===== src/rtl/matrix_operand_loader_if.sv =====
// matrix_operand_loader_if: element stream in, packed operand pair out.
// master: upstream/multiplier side (drives clear, elem_valid, elem_data, mat_ack).
// slave:  the loader (drives elem_ready, mat_a, mat_b, mat_valid, range_err, timeout_err, elem_count).
interface matrix_operand_loader_if;
    logic       clear;
    logic       elem_valid;
    logic [1:0] elem_data;
    logic       elem_ready;
    logic [7:0] mat_a;
    logic [7:0] mat_b;
    logic       mat_valid;
    logic       mat_ack;
    logic       range_err;
    logic       timeout_err;
    logic [2:0] elem_count;
    modport master (
        output clear, elem_valid, elem_data, mat_ack,
        input  elem_ready, mat_a, mat_b, mat_valid, range_err, timeout_err, elem_count
    );
    modport slave (
        input  clear, elem_valid, elem_data, mat_ack,
        output elem_ready, mat_a, mat_b, mat_valid, range_err, timeout_err, elem_count
    );
endinterface


===== src/rtl/matrix_operand_loader.sv =====
// matrix_operand_loader: packs eight range-checked 2-bit elements into 2x2 operand words for the multiplier.
// Ports: clk, rst_n (async active-low), bus (slave modport: element stream, operand pair, error flags, count).
module matrix_operand_loader #(
    parameter int IDLE_TIMEOUT = 255
) (
    input logic clk,
    input logic rst_n,
    matrix_operand_loader_if.slave bus
);
    typedef enum logic {LOAD = 1'b0, PRESENT = 1'b1} state_t;
    state_t state, state_n;
    logic [13:0] staging;
    logic [7:0] mat_a, mat_b;
    logic [2:0] elem_count;
    logic [15:0] timer;
    logic err_seen, range_err, timeout_err;
    logic hs, illegal, last, drop_range, go_present, idle_expire;
    assign hs          = state == LOAD && bus.elem_valid;
    assign illegal     = bus.elem_data == 2'b10;
    assign last        = elem_count == 3'd7;
    assign drop_range  = hs && last && (err_seen || illegal);
    assign go_present  = hs && last && !drop_range;
    // Fires on the idle cycle that brings the timer up to IDLE_TIMEOUT.
    assign idle_expire = state == LOAD && elem_count != 3'd0 && !hs && timer == 16'(IDLE_TIMEOUT - 1);
    always_ff @(posedge clk or negedge rst_n) begin
        if (!rst_n) state <= LOAD;
        else        state <= state_n;
    end
    always_comb begin
        state_n = state;
        state_n = bus.clear ? LOAD :
                  go_present ? PRESENT :
                  (state == PRESENT && bus.mat_ack) ? LOAD : state;
    end
    always_ff @(posedge clk or negedge rst_n) begin
        if (!rst_n) begin
            staging     <= '0;
            mat_a       <= '0;
            mat_b       <= '0;
            elem_count  <= '0;
            timer       <= '0;
            err_seen    <= 1'b0;
            range_err   <= 1'b0;
            timeout_err <= 1'b0;
        end else if (bus.clear) begin
            elem_count  <= '0;
            timer       <= '0;
            err_seen    <= 1'b0;
            range_err   <= 1'b0;
            timeout_err <= 1'b0;
        end else if (hs) begin
            timer <= '0;
            if (elem_count == 3'd0) begin
                range_err   <= 1'b0;
                timeout_err <= 1'b0;
            end
            if (last) begin
                elem_count <= '0;
                err_seen   <= 1'b0;
                if (drop_range) begin
                    range_err   <= 1'b1;
                    timeout_err <= 1'b0;
                end else begin
                    // b22 is taken straight from the bus; it never lands in staging.
                    mat_a <= staging[7:0];
                    mat_b <= {bus.elem_data, staging[13:8]};
                end
            end else begin
                staging[{elem_count, 1'b0} +: 2] <= bus.elem_data;
                elem_count <= elem_count + 3'd1;
                err_seen   <= err_seen | illegal;
            end
        end else if (idle_expire) begin
            elem_count  <= '0;
            timer       <= '0;
            err_seen    <= 1'b0;
            timeout_err <= 1'b1;
            range_err   <= 1'b0;
        end else if (state == LOAD && elem_count != 3'd0) begin
            timer <= timer + 16'd1;
        end
    end
    assign bus.elem_ready  = state == LOAD;
    assign bus.mat_valid   = state == PRESENT;
    assign bus.mat_a       = mat_a;
    assign bus.mat_b       = mat_b;
    assign bus.range_err   = range_err;
    assign bus.timeout_err = timeout_err;
    assign bus.elem_count  = elem_count;
endmodule

===== src/flat_wrapper.sv =====
// flat-port wrapper written by rule: the top's interface ports become plain ports
module matrix_operand_loader_flat 
#(
    parameter int IDLE_TIMEOUT = 255
)
  (clk, rst_n, bus_clear, bus_elem_valid, bus_elem_data, bus_mat_ack, bus_elem_ready, bus_mat_a, bus_mat_b, bus_mat_valid, bus_range_err, bus_timeout_err, bus_elem_count);
  matrix_operand_loader_if bus_i ();
  input logic clk;
  input logic rst_n;
  input wire logic [$bits(bus_i.clear)-1:0] bus_clear;
  input wire logic [$bits(bus_i.elem_valid)-1:0] bus_elem_valid;
  input wire logic [$bits(bus_i.elem_data)-1:0] bus_elem_data;
  input wire logic [$bits(bus_i.mat_ack)-1:0] bus_mat_ack;
  output wire logic [$bits(bus_i.elem_ready)-1:0] bus_elem_ready;
  output wire logic [$bits(bus_i.mat_a)-1:0] bus_mat_a;
  output wire logic [$bits(bus_i.mat_b)-1:0] bus_mat_b;
  output wire logic [$bits(bus_i.mat_valid)-1:0] bus_mat_valid;
  output wire logic [$bits(bus_i.range_err)-1:0] bus_range_err;
  output wire logic [$bits(bus_i.timeout_err)-1:0] bus_timeout_err;
  output wire logic [$bits(bus_i.elem_count)-1:0] bus_elem_count;
  assign bus_i.clear = bus_clear;
  assign bus_i.elem_valid = bus_elem_valid;
  assign bus_i.elem_data = bus_elem_data;
  assign bus_i.mat_ack = bus_mat_ack;
  assign bus_elem_ready = bus_i.elem_ready;
  assign bus_mat_a = bus_i.mat_a;
  assign bus_mat_b = bus_i.mat_b;
  assign bus_mat_valid = bus_i.mat_valid;
  assign bus_range_err = bus_i.range_err;
  assign bus_timeout_err = bus_i.timeout_err;
  assign bus_elem_count = bus_i.elem_count;
  matrix_operand_loader #(.IDLE_TIMEOUT(IDLE_TIMEOUT)) u_core (.clk(clk), .rst_n(rst_n), .bus(bus_i));
endmodule

===== config.mk =====
export PLATFORM = sky130hd
export DESIGN_NAME = matrix_operand_loader_flat
export DESIGN_NICKNAME = d
export VERILOG_FILES = /design/src/rtl/matrix_operand_loader_if.sv /design/src/rtl/matrix_operand_loader.sv /design/src/flat_wrapper.sv
export SDC_FILE = /design/constraint.sdc
export NUM_CORES = 1
export LEC_CHECK = 0
export ABC_CLOCK_PERIOD_IN_PS = 2200
export CAP_MARGIN = 40
export CELL_PAD_IN_SITES_DETAIL_PLACEMENT = 1
export CELL_PAD_IN_SITES_GLOBAL_PLACEMENT = 1
export CORE_UTILIZATION = 39
export DETAILED_ROUTE_END_ITERATION = 12
export GPL_TIMING_DRIVEN = 0
export PLACE_DENSITY_LB_ADDON = 0.1
export SYNTH_ARGS = -nofsm -noshare
export SYNTH_HDL_FRONTEND = slang
export SYNTH_SLANG_ARGS = --single-unit

===== constraint.sdc =====
create_clock -name clk -period 2.2 [get_ports clk]
set_input_delay 0.44 -clock clk [delete_from_list [all_inputs] [get_ports clk]]
set_output_delay 0.44 -clock clk [all_outputs]
set_load 0.02 [all_outputs]

Word level (Yosys, flattened, before mapping)

Index checks and enable logic that the tools add are counted.

Register bits: 53
Input bits: 7
Logic and storage cells: 67

Add/sub/neg operators: 3
Equality and inequality tests: 3
Shift-type cells: 2
Muxes and demuxes: 27
Bitwise logic cells: 5
Reductions and logical operators: 18

Operators with widths:

| kind                   | count |
|---|---|
| $mux 16                | 4 |
| $mux 1                 | 18 |
| $add 16x1->16 const B  | 1 |
| $eq 16x8->1 const B    | 1 |
| $bwmux 14              | 1 |
| $shift 2x6->14 const A | 1 |
| $shiftx 2x6->14        | 1 |
| $mux 3                 | 4 |
| $reduce_bool 3->1      | 3 |
| $logic_and 1x1->1      | 8 |
| $neg 4->6              | 1 |
| $not 1->1              | 4 |
| $reduce_and 4->1       | 1 |
| $reduce_bool 4->1      | 1 |
| $add 3x1->3 const B    | 1 |
| $eq 3x3->1 const B     | 1 |
| $logic_not 3->1        | 1 |
| $reduce_and 3->1       | 1 |
| $eq 2x2->1 const B     | 1 |
| $logic_not 1->1        | 2 |
| $logic_or 1x1->1       | 1 |
| $or 1x1->1             | 1 |

Logic depth before layout (Yosys ltp)

Gate-level depths: netlist (run 1).

Depth in word-level cells: 8
Mapped depth: 8

Least setup slack after synthesis (run 1)

OpenSTA, ideal clock, no wires.

Path kind: register to register
From: register u_core.elem_count[0] (netlist: u_core.bus.elem_count[0])
To: register u_core.timer[12]
Setup time: 0.077 ns
Arrival: 2.247 ns
Required time: 2.123 ns
Path slack: -0.124 ns
Stages on the path, launching flop included: 9
Path buffers: 1
Period minus slack after synthesis: 2.324 ns
Cells stage by stage: dfrtp_1 inv_1 ha_1 ha_1 or3b_1 buf_2 nand3_1 or4_1 a21oi_1

Longest elaborated chain between the ends: 7
Elaborated cells between the ends (all ways): 8
Those cells by class: mux: 3; reduce/logical: 5

RTL lines:

| what                            | line                                                     | source |
|---|---|---|
| start, declared                 | matrix_operand_loader.sv:14                              | `logic [2:0] elem_count;` |
| start signal, assigned          | matrix_operand_loader.sv:70                              | `elem_count <= elem_count + 3'd1;` |
| $reduce_bool 3->1 *             | matrix_operand_loader.sv:24, matrix_operand_loader.sv:79 |  |
| $logic_and 1x1->1 *             | matrix_operand_loader.sv:24, matrix_operand_loader.sv:79 |  |
| $logic_and 1x1->1 (2 in series) | matrix_operand_loader.sv:24                              | `assign idle_expire = state == LOAD && elem_count != 3'd0 && !hs && timer == 16'(IDLE_TIMEOUT - 1);` |
| $mux 16                         | matrix_operand_loader.sv:73                              | `end else if (idle_expire) begin` |
| $mux 16                         | matrix_operand_loader.sv:51                              | `end else if (hs) begin` |
| $mux 16                         | matrix_operand_loader.sv:45                              | `end else if (bus.clear) begin` |
| end signal, assigned            | matrix_operand_loader.sv:80                              | `timer <= timer + 16'd1;` |
| end, declared                   | matrix_operand_loader.sv:15                              | `logic [15:0] timer;` |

Every way passes the cells marked *; elsewhere a longest branch is shown, timed or not.
A chain may end at the register's enable or synchronous reset.

Final worst setup path (run 1)

From: register u_core.elem_count[1] (netlist: u_core.bus.elem_count[1])
To: register u_core.staging[12]

Longest elaborated chain between the ends: 3
Elaborated cells between the ends (all ways): 7
Those cells by class: add/sub: 1; eq/ne: 1; shift: 2; mux: 1; bitwise: 1; reduce/logical: 1

RTL lines:

| what                                          | line                                                     | source |
|---|---|---|
| $neg 4->6 or $eq 3x3->1 (tied branches)       | matrix_operand_loader.sv:69, matrix_operand_loader.sv:20 |  |
| $shiftx 2x6->14, or another cell as far along | matrix_operand_loader.sv:69                              | `staging[{elem_count, 1'b0} +: 2] <= bus.elem_data;` |
| $bwmux 14 or $reduce_and 3->1 (tied branches) | -                                                        |  |
| end signal, assigned by index                 | matrix_operand_loader.sv:69                              |  |
| end, declared                                 | matrix_operand_loader.sv:12                              | `logic [13:0] staging;` |

Parallel ways exist; a longest one is shown, timed or not.

==> metrics, run 1 <==
Layout Area Growth over Synthesis 26.32%; CTS sink count 53; CTS tree done; Synth cell types 39; routed len/inst 18.74 um; minimum clock period 2.164 ns; DRT antenna net count 0; Peak VDD IR 0.0002938 V; CTS Buf Count 5; num ports 30; Synth Cell Area 2520 sq um; total number of vias 1,865; placed cell areas 2915 sq um; most common cell in the synthesized netlist dfrtp_1; Worst Max-Slew Pin Slew 0.6878 ns; Reg-to-Reg End u_core.staging[12]$_DFFE_PN0P_; Clock Latency Late Sink 0.31 ns; Setup crit start kind flop; top cell family by delay on the critical path simple AND/OR/NAND/NOR gates; clock transition at the registers of the reported paths 0.10 ns; worst-case clock buffer depth 2; Final Skew 0.009425 ns; Place WS -0.4878 ns; max frequency 462.2 MHz; row count 28; Tot GR Track Use 20.04%; post-DP HPWL 4.181 mm; final instance area 3183 sq um; Synth warnings 0; H-tree depth 2; final wirelength 6.239 mm; gate count after technology mapping 214; commonest cells in the netlist dfrtp_1 (53), mux2_2 (27), nor2_1 (12), nand2_1 (11), a21oi_1 (10); Setup CP Type reg -> reg; first-pass GRT wire length 9.949 mm; sequential fraction of the synthesis area 52.63%; Iter 0 DRT Violations 62; WP data arrival 2.35 ns; cell taking the most area after synthesis dfrtp_1; Worst Path Buf+Inv 0; final hold violation count 0; critical path capture point type flop; core area 6061 sq um; type of the most critical hold path in -> async; largest fanout on the critical path 4; drt drc 0; Antenna Cells 0; PwrDens 607.9 nW/um^2; vias in the first global route 1,899; Placer Congestion 0.7727; final net count 272; Yosys reg bits 53; RSZ-0062 raised after global routing true; initial antenna violation count 0; r2r setup slk 0.04 ns; CTS root buf clkbuf_8; IO Port Bufs 28; Synth area leaders dfrtp_1 (53%), mux2_2 (12%), ha_1 (3.5%); Main synth FF type dfrtp_1; fin cells 333; layout cell share with drive strength beyond 1 28.29%; CP Data Required Time 2.39 ns; max cap viols 0; FF-to-FF path depth 6; fin worst setup slack 0.03638 ns; Crit path largest cell delay 0.57 ns; fraction of registers with async set/reset 100.0%; Yosys top cell area share 52.63%; Setup Viol. Count Final 0; DR pass1 iterations 4; Max transition margin 54.14%; Final Max Tran Viols 0; Reg-to-Reg Start u_core.bus.elem_count[1]$_DFFE_PN0P_; Starting Density 41.58%; fin util 52.52%; Final period util 98.35%; EDFF count, synth 0; GRT overflow 0; die height 82.38 um; Cell Chain, Critical Path ha_2, ha_4, or4b_4, nor2_2, and2_4, mux2_2; Avg Cell Area, Syn 11.78 sq um; drt via density 5.601; Placed Cells 318; Power Total 0.001935 W; CP max-delay cell or4b_4; die width 82.38 um; syn_nets 228; largest net degree at the start of global routing 29; die area 6786 sq um; status completed; Static Leak 1.380 nW
[state kept, by name (all words and copies together) (netlist names)]
signal / flops
u_core.timer: 16
u_core.staging: 14
u_core.bus.mat_a: 8
u_core.bus.mat_b: 8
u_core.bus.elem_count: 3
u_core.bus.mat_valid: 1
u_core.bus.range_err: 1
u_core.bus.timeout_err: 1
u_core.err_seen: 1
[through the flow]
| step | TNS (ns) | hold WS [ns] |
|---|---|---|
| 2_1_floorplan | 0 | 0.1444 |
| 3_3_place_gp | -65.50 | 0.4765 |
| 3_5_place_dp | -11.09 | 0.4737 |
| 4_1_cts | -0.01322 | 0.1718 |
| 5_1_grt | -0.06675 | 0.2200 |
| 6_report | 0 | 0.1649 |
[layout by cell type (no fill, tap or decap), types with 5 or more instances in the layout]
| cell type | count |
|---|---|
| nor2_1 | 11 |
| buf_4 | 11 |
| xor2_1 | 5 |
| or4_1 | 9 |
| clkdlybuf4s50_1 | 24 |
| o31ai_1 | 6 |
| nand2_1 | 11 |
| dfrtp_1 | 51 |
| a21oi_1 | 10 |
| mux2_2 | 27 |
| clkbuf_8 | 5 |
| nand4_1 | 9 |
[report_power, final]
part,internal (W),switching (W)
logic,0.000102,0.000113
registers,0.00102,0.0000311
clock network,0.000338,0.000329
[cells by family after synthesis]
| family | count (synthesis) | synth area share [%] |
|---|---|---|
| AOI/OAI and AO/OA | 32 | 8.541 |
| xor gates and xnor gates | 5 | 1.738 |
| adders and majority gates | 7 | 3.476 |
| buffers and inverters | 13 | 2.284 |
| DFF | 53 | 52.63 |
| muxes | 29 | 12.96 |
| and+or+nand+nor | 75 | 18.37 |
[worst reg2reg max path, delay by kind of cell, from the launching register on]
family	cells	cell delay, ns
muxes	1	0.34
adders and majority gates	2	0.39
DFF	1	0.44
and+or+nand+nor	3	0.89
[final cells by class]
cell class | instances | area (sq um)
multi-input combinational | 148 | 1230
fill | 636 | 2878
buffer | 7 | 45.04
timing repair buffer | 37 | 355.3
clock buffer | 5 | 68.82
sequential | 53 | 1329
clock inverter | 2 | 38.79
inverter | 6 | 22.52
tap | 75 | 93.84
[how the worst max path moves through the flow]
stage	to	from	cells past startpoint	slack, ns
after floorplan	u_core.staging[12]$_DFFE_PN0P_	u_core.bus.elem_count[0]$_DFFE_PN0P_	6	0.0008
after global placement	u_core.bus.elem_count[0]$_DFFE_PN0P_	rst_n	1	-1.24
after detailed placement	u_core.bus.mat_b[5]$_DFFE_PN0P_	bus_elem_data[1]	7	-0.49
after CTS	u_core.staging[3]$_DFFE_PN0P_	u_core.bus.elem_count[0]$_DFFE_PN0P_	6	-0.01
after global routing	u_core.staging[12]$_DFFE_PN0P_	u_core.bus.elem_count[1]$_DFFE_PN0P_	6	-0.02
final	u_core.staging[12]$_DFFE_PN0P_	u_core.bus.elem_count[1]$_DFFE_PN0P_	6	0.04
[metal layers]
metal | global-route usage (%) | part of all wire, % | vias up
li1 | - | - | 874
met1 | 27.09 | 47 | 943
met2 | 31.82 | 47 | 40
met3 | 4.396 | 4.4 | 8
met4 | 6.491 | 1.3 | 0
met5 | 0 | 0 | -
[what timing repair did]
item	in CTS	in global routing
hold endpoints to repair	0	0
gates cloned	2	0
endpoints found under the setup margin	41	39
gates resized for setup	24	8
setup buffers	4	2
hold buffers	0	0
pin swaps	3	3
Note: power is estimated with default switching activity, not from simulation.
==> inputs of run 2 (changes only) <==
Settings changed: CAP_MARGIN 40 to unset, SKIP_CTS_REPAIR_TIMING set to 1.
==> run 2 against run 1 <==
Effect of this change:
- global-route usage down 0.92 points
- via count down 0.59%
- fmax down 1.0%
==> metrics, run 2 (synthesized netlist as in run 1, its figures left out) <==
placed cell areas 2915 sq um (unchanged); Setup Viol. Count Final 0 (unchanged); CTS root buf clkbuf_8; IO Port Bufs 28 (unchanged); Placer Congestion 0.7727 (unchanged); WP data arrival 2.40 ns (+0.05 ns); Final Skew 0.008442 ns (-0.0009829 ns); max cap viols 0 (unchanged); first-pass GRT wire length 9.439 mm (-5.1%); status completed; die height 82.38 um (unchanged); CP Data Required Time 2.41 ns (+0.02 ns); routed len/inst 18.52 um (-1.2%); largest fanout on the critical path 4 (unchanged); row count 28 (unchanged); Regs by FF count u_core.timer (16), u_core.staging (14); CTS tree done; CTS Buf Count 5 (unchanged); final wirelength 6.130 mm (-1.7%); Power Total 0.001947 W (+0.62%); Cell Chain, Critical Path ha_2, ha_4, nor4b_4, and2_4, or3b_4, mux2_1; die area 6786 sq um (unchanged); most common cell after layout, fill and taps aside dfrtp_1; Layout Area Growth over Synthesis 26.17%; fin util 52.46% (-0.062 points); Antenna Cells 0 (unchanged); post-DP HPWL 4.143 mm (-0.91%); final hold violation count 0 (unchanged); clock share of power 35.2% (+0.7 points); num ports 30 (unchanged); final net count 270 (-0.74%); max frequency 457.6 MHz (-1.0%); Peak VDD IR 0.0003440 V (+17%); GRT overflow 0 (unchanged); Clock Latency Late Sink 0.32 ns (about the same); DRT antenna net count 0 (unchanged); Final period util 99.34% (+0.99 points); Iter 0 DRT Violations 50 (-19%); Max transition margin 70.80% (+17 points); Worst Max-Slew Pin Slew 0.4340 ns (-0.2538 ns); RSZ-0062 raised after global routing true; vias in the first global route 1,811 (-4.6%); Starting Density 41.58% (unchanged); core area 6061 sq um (unchanged); Switching Fraction 25.01% (+0.56 points); Biggest register u_core.timer; drt drc 0 (unchanged); internal power 0.001460 W (-0.13%); Setup crit start kind flop; commonest non-fill, non-tap cells in the layout dfrtp_1 (51), mux2_2 (27), clkdlybuf4s50_1 (24); largest net degree at the start of global routing 38 (+31%); die width 82.38 um (unchanged); Reg power frac 54.1% (-0.4 points); layout cell share with drive strength beyond 1 27.73% (-0.56 points); final instance area 3179 sq um (-0.12%); minimum clock period 2.185 ns (+0.02177 ns); Crit path largest cell delay 0.44 ns (-0.13 ns); CP max-delay cell dfrtp_1; type of the most critical hold path in -> async; total number of vias 1,854 (-0.59%); drt via density 5.601 (about the same); DR pass1 iterations 4 (unchanged); CTS sink count 53 (unchanged); Largest register FFs 16 (unchanged); Comb pwr share 10.7% (-0.4 points); critical path capture point type flop; Net Sw Power 0.0004870 W (+2.9%); setup TNS 0 ns (unchanged); H-tree depth 2 (unchanged); initial antenna violation count 0 (unchanged); worst-case clock buffer depth 2 (unchanged); Static Leak 1.387 nW (+0.47%); Tot GR Track Use 19.12% (-0.92 points); Final Max Tran Viols 0 (unchanged); PwrDens 612.5 nW/um^2 (+0.74%); hold_ws 0.04681 ns (-0.1181 ns); Setup CP Type reg -> reg; clock transition at the registers of the reported paths 0.10 ns (about the same)
## run 2: changes by cell type in the layout (fill, tap and decap cells not counted), sizes merged
cell          delta
dlymetal6s2s     +2
dlygate4sd2      -2
buf              -3
clkbuf           +1
## run 2: layer usage
metal	up-vias	share of wire, %	GRT usage [%]
li1	872	-	-
met1	950	47	25.70
met2	25	48	30.66
met3	7	3.4	4.286
met4	0	1.1	5.789
met5	-	0	0
## run 2: through the flow
stage               worst slack, ns  cells
floorplan                 0.0008089    214
global placement             -1.243    317
detailed placement          -0.5062    318
CTS                         -0.2297    325
global route               -0.04056    331
finish                      0.01461    331
## run 2: area by class of cell
| type | instances | area, sq um |
|---|---|---|
| Buffer | 7 | 48.80 |
| Clock buffer | 5 | 68.82 |
| Clock inverter | 2 | 38.79 |
| Fill cell | 652 | 2882 |
| Inverter | 6 | 22.52 |
| Multi-Input combinational cell | 148 | 1230 |
| Sequential cell | 53 | 1329 |
| Tap cell | 75 | 93.84 |
| Timing Repair Buffer | 35 | 347.8 |
## run 2: worst paths after layout
path	startpoint	end	slack, ns	cells past startpoint
worst min-delay path	rst_n	u_core.bus.elem_count[1]$_DFFE_PN0P_	0.05	1
max in group asynchronous	rst_n	u_core.bus.mat_valid$_DFFE_PN0P_	1.59	2
min in group clk	bus_clear	u_core.bus.range_err$_DFFE_PN0P_	0.49	2
worst max-delay path	u_core.bus.elem_count[1]$_DFFE_PN0P_	u_core.staging[3]$_DFFE_PN0P_	0.01	6
worst min register to register	u_core.staging[5]$_DFFE_PN0P_	u_core.staging[5]$_DFFE_PN0P_	0.50	1
worst max register to register	u_core.bus.elem_count[1]$_DFFE_PN0P_	u_core.staging[3]$_DFFE_PN0P_	0.01	6
## run 2: critical path: cells and delay by family (launching register included)
kind | cells | cell delay, ns
and+or+nand+nor | 3 | 0.93
adders and majority gates | 2 | 0.39
DFF | 1 | 0.44
muxes | 1 | 0.32
## run 2: power groups by stage
stage / sequential [W] / clock (W) / combinational, W
2_1_floorplan: 0.00107 / 0 / 0.000100
3_5_place_dp: 0.00107 / 0 / 0.000177
3_3_place_gp: 0.00107 / 0 / 0.000168
6_report: 0.00105 / 0.000685 / 0.000208
4_1_cts: 0.00106 / 0.000697 / 0.000177
5_1_grt: 0.00106 / 0.000717 / 0.000228
==> inputs of run 3 (changes only) <==
--- a/config.mk
+++ b/config.mk
@@ -9,8 +9,8 @@
 export CELL_PAD_IN_SITES_DETAIL_PLACEMENT = 1
 export CELL_PAD_IN_SITES_GLOBAL_PLACEMENT = 1
-export CORE_UTILIZATION = 39
+export CORE_UTILIZATION = 40
 export DETAILED_ROUTE_END_ITERATION = 12
 export GPL_TIMING_DRIVEN = 0
-export PLACE_DENSITY_LB_ADDON = 0.1
+export PLACE_DENSITY_LB_ADDON = 0.08
 export SKIP_CTS_REPAIR_TIMING = 1
 export SYNTH_ARGS = -nofsm -noshare
==> constraint.sdc (replaced) <==
create_clock -name clk -period 2.2 [get_ports clk]
set_input_delay 0.44 -clock clk [delete_from_list [all_inputs] [get_ports clk]]
set_output_delay 0.44 -clock clk [all_outputs]
set_load 0.1 [all_outputs]
==> run 3 against run 2 <==
Effect of this change:
- the flow now finishes with violations (negative setup slack)
- worst hold slack improved by 0.023 ns
- global-route usage rose by 0.15 points
- clock power fell by 3%
- utilization rose by 3.4 points
- critical endpoint is now u_core.timer[0]$_DFFE_PN0P_
==> metrics, run 3 (synthesized netlist as in run 1, its figures left out) <==
Final period util 103.8% (+4.5 points); fin cells 336 (+1.5%); Reg-to-Reg End u_core.timer[0]$_DFFE_PN0P_; WP data arrival 2.46 ns (+0.06 ns); layout cell share with drive strength beyond 1 31.03% (+3.3 points); Iter 0 DRT Violations 66 (+32%); GRT overflow 0 (unchanged); Tot GR Track Use 19.28% (+0.15 points); routed len/inst 18.30 um (-1.2%); post-DP HPWL 3.992 mm (-3.6%); Placer Congestion 0.7530 (-2.5%); Critical Path Stages 9 (+3); Reg power frac 53.3% (-0.8 points); die width 81.37 um (-1.2%); status finished with violations; Max transition margin 34.00% (-37 points); Crit path largest cell delay 0.51 ns (+0.07 ns); clock share of power 33.8% (-1.4 points); max cap viols 0 (unchanged); Static Leak 1.816 nW (+31%); final instance area 3346 sq um (+5.2%); drt via density 5.545 (-1.0%); internal power 0.001478 W (+1.2%); launch point of the worst path u_core.bus.elem_count[0]$_DFFE_PN0P_; Setup crit start kind flop; first-pass GRT wire length 9.625 mm (+2.0%); Reg-to-Reg Start u_core.bus.elem_count[0]$_DFFE_PN0P_; core area 5991 sq um (-1.2%); num ports 30 (unchanged); CP max-delay cell or4b_4; CTS Buf Count 5 (unchanged); critical path capture point type flop; CP Data Required Time 2.38 ns (-0.03 ns); Final Skew 0.008161 ns (-0.0002809 ns); r2r setup slk -0.08 ns (-0.10 ns); worst setup path end u_core.timer[0]$_DFFE_PN0P_; row count 28 (unchanged); most common cell after layout, fill and taps aside dfrtp_1; RSZ-0062 raised after global routing true; vias in the first global route 1,922 (+6.1%); FF-to-FF path depth 9 (+3); final wirelength 6.150 mm (+0.33%); fin worst setup slack -0.08383 ns (-0.09844 ns); max frequency 437.9 MHz (-4.3%); Regs by FF count u_core.timer (16), u_core.staging (14); Placed Cells 318 (unchanged); GRT met3 Usage 3.933% (-0.35 points); PwrDens 590.9 nW/um^2 (-3.5%); drt drc 0 (unchanged); most used routing layer met2; Setup Viol. Count Final 19 (+19); Net Sw Power 0.0004990 W (+2.5%); largest fanout on the critical path 8 (+4); DR pass1 iterations 4 (unchanged); Largest register FFs 16 (unchanged); CTS tree done; met1 usage 24.13% (-1.6 points); largest net degree at the start of global routing 37 (-2.6%); Comb pwr share 13.0% (+2.3 points); CTS root buf clkbuf_8; CTS sink count 53 (unchanged); top cell family by delay on the critical path buffers and inverters; DRT antenna net count 0 (unchanged); Cell Chain, Critical Path buf_4, inv_4, ha_4, ha_4, or4b_4, o41ai_4, buf_4, buf_6, o41ai_1; violations in the final reports negative setup slack; Biggest register u_core.timer; Layout Area Growth over Synthesis 32.77%; Switching Fraction 25.24% (+0.23 points); initial antenna violation count 0 (unchanged); worst-case clock buffer depth 2 (unchanged); H-tree depth 2 (unchanged); Starting Density 42.06% (+0.49 points); Setup CP Type reg -> reg; type of the most critical hold path in -> async; total number of vias 1,863 (+0.49%); Worst Max-Slew Pin Slew 0.9884 ns (+0.5543 ns); die area 6621 sq um (-2.4%); IO Port Bufs 28 (unchanged); clock transition at the registers of the reported paths 0.10 ns (about the same); final hold violation count 0 (unchanged); GR Util met2 32.92% (+2.3 points); Clock Latency Late Sink 0.30 ns (-0.02 ns); Final Max Tran Viols 0 (unchanged); Antenna Cells 0 (unchanged); minimum clock period 2.284 ns (+0.09844 ns); Peak VDD IR 0.0003471 V (+0.91%); commonest non-fill, non-tap cells in the layout dfrtp_1 (49), mux2_2 (26), dlymetal6s2s_1 (25); final net count 274 (+1.5%); die height 81.37 um (-1.2%); placed cell areas 2987 sq um (+2.4%); Worst Path Buf+Inv 4 (+4)
==> run 3: worst register-to-register path: cells and delay by family (launching register included) <==
| kind | cells | cell delay [ns] |
|---|---|---|
| fa+ha+maj | 2 | 0.34 |
| compound gates | 2 | 0.33 |
| flops | 1 | 0.46 |
| buf+inv | 4 | 0.52 |
| simple gates | 1 | 0.51 |
==> run 3: stage by stage <==
step | setup WS [ns] | TNS, ns | hold WS [ns] | util [%] | total power [W]
final | -0.08383 | -0.9862 | 0.06999 | 55.85 | 0.001977
after detailed placement | -0.4030 | -7.159 | 0.3993 | 49.85 | 0.001281
after global routing | -0.1682 | -2.403 | 0.09741 | 55.85 | 0.002064
after global placement | -1.403 | -62.05 | 0.4767 | 49.60 | 0.001272
after floorplan | -0.09060 | -1.385 | 0.1444 | - | 0.001199
after CTS | -0.2843 | -3.957 | 0.06700 | 51.71 | 0.001954
==> run 3: per-layer routing <==
layer,part of all wire [%],vias up
met2,53,23
met3,2.4,7
li1,-,884
met1,43,949
met5,0,-
met4,1.5,0
==> run 3: final cells by class <==
cell class / instances / area (sq um)
Fill cell: 617 / 2645
Sequential cell: 53 / 1336
Multi-Input combinational cell: 149 / 1294
Timing Repair Buffer: 38 / 425.4
Tap cell: 75 / 93.84
Clock buffer: 6 / 72.57
Buffer: 7 / 60.06
Clock inverter: 2 / 38.79
Inverter: 6 / 25.02
==> run 3: worst min-delay path by stage <==
stage	cells after the start	start	endpoint	slack (ns)
final	1	rst_n	u_core.timer[3]$_DFFE_PN0P_	0.07
after detailed placement	1	rst_n	u_core.timer[4]$_DFFE_PN0P_	0.40
after global placement	1	u_core.staging[5]$_DFFE_PN0P_	u_core.staging[5]$_DFFE_PN0P_	0.48
after floorplan	0	rst_n	u_core.bus.elem_count[2]$_DFFE_PN0P_	0.14
after CTS	1	rst_n	u_core.timer[4]$_DFFE_PN0P_	0.07
after global routing	1	rst_n	u_core.timer[4]$_DFFE_PN0P_	0.1
==> run 3: power groups by stage <==
stage / sequential, W / combinational [W] / clock, W
after global routing: 0.00106 / 0.000279 / 0.000723
after floorplan: 0.00109 / 0.000107 / 0
after CTS: 0.00106 / 0.000207 / 0.000691
after detailed placement: 0.00108 / 0.000205 / 0
after global placement: 0.00107 / 0.000198 / 0
final: 0.00105 / 0.000256 / 0.000667
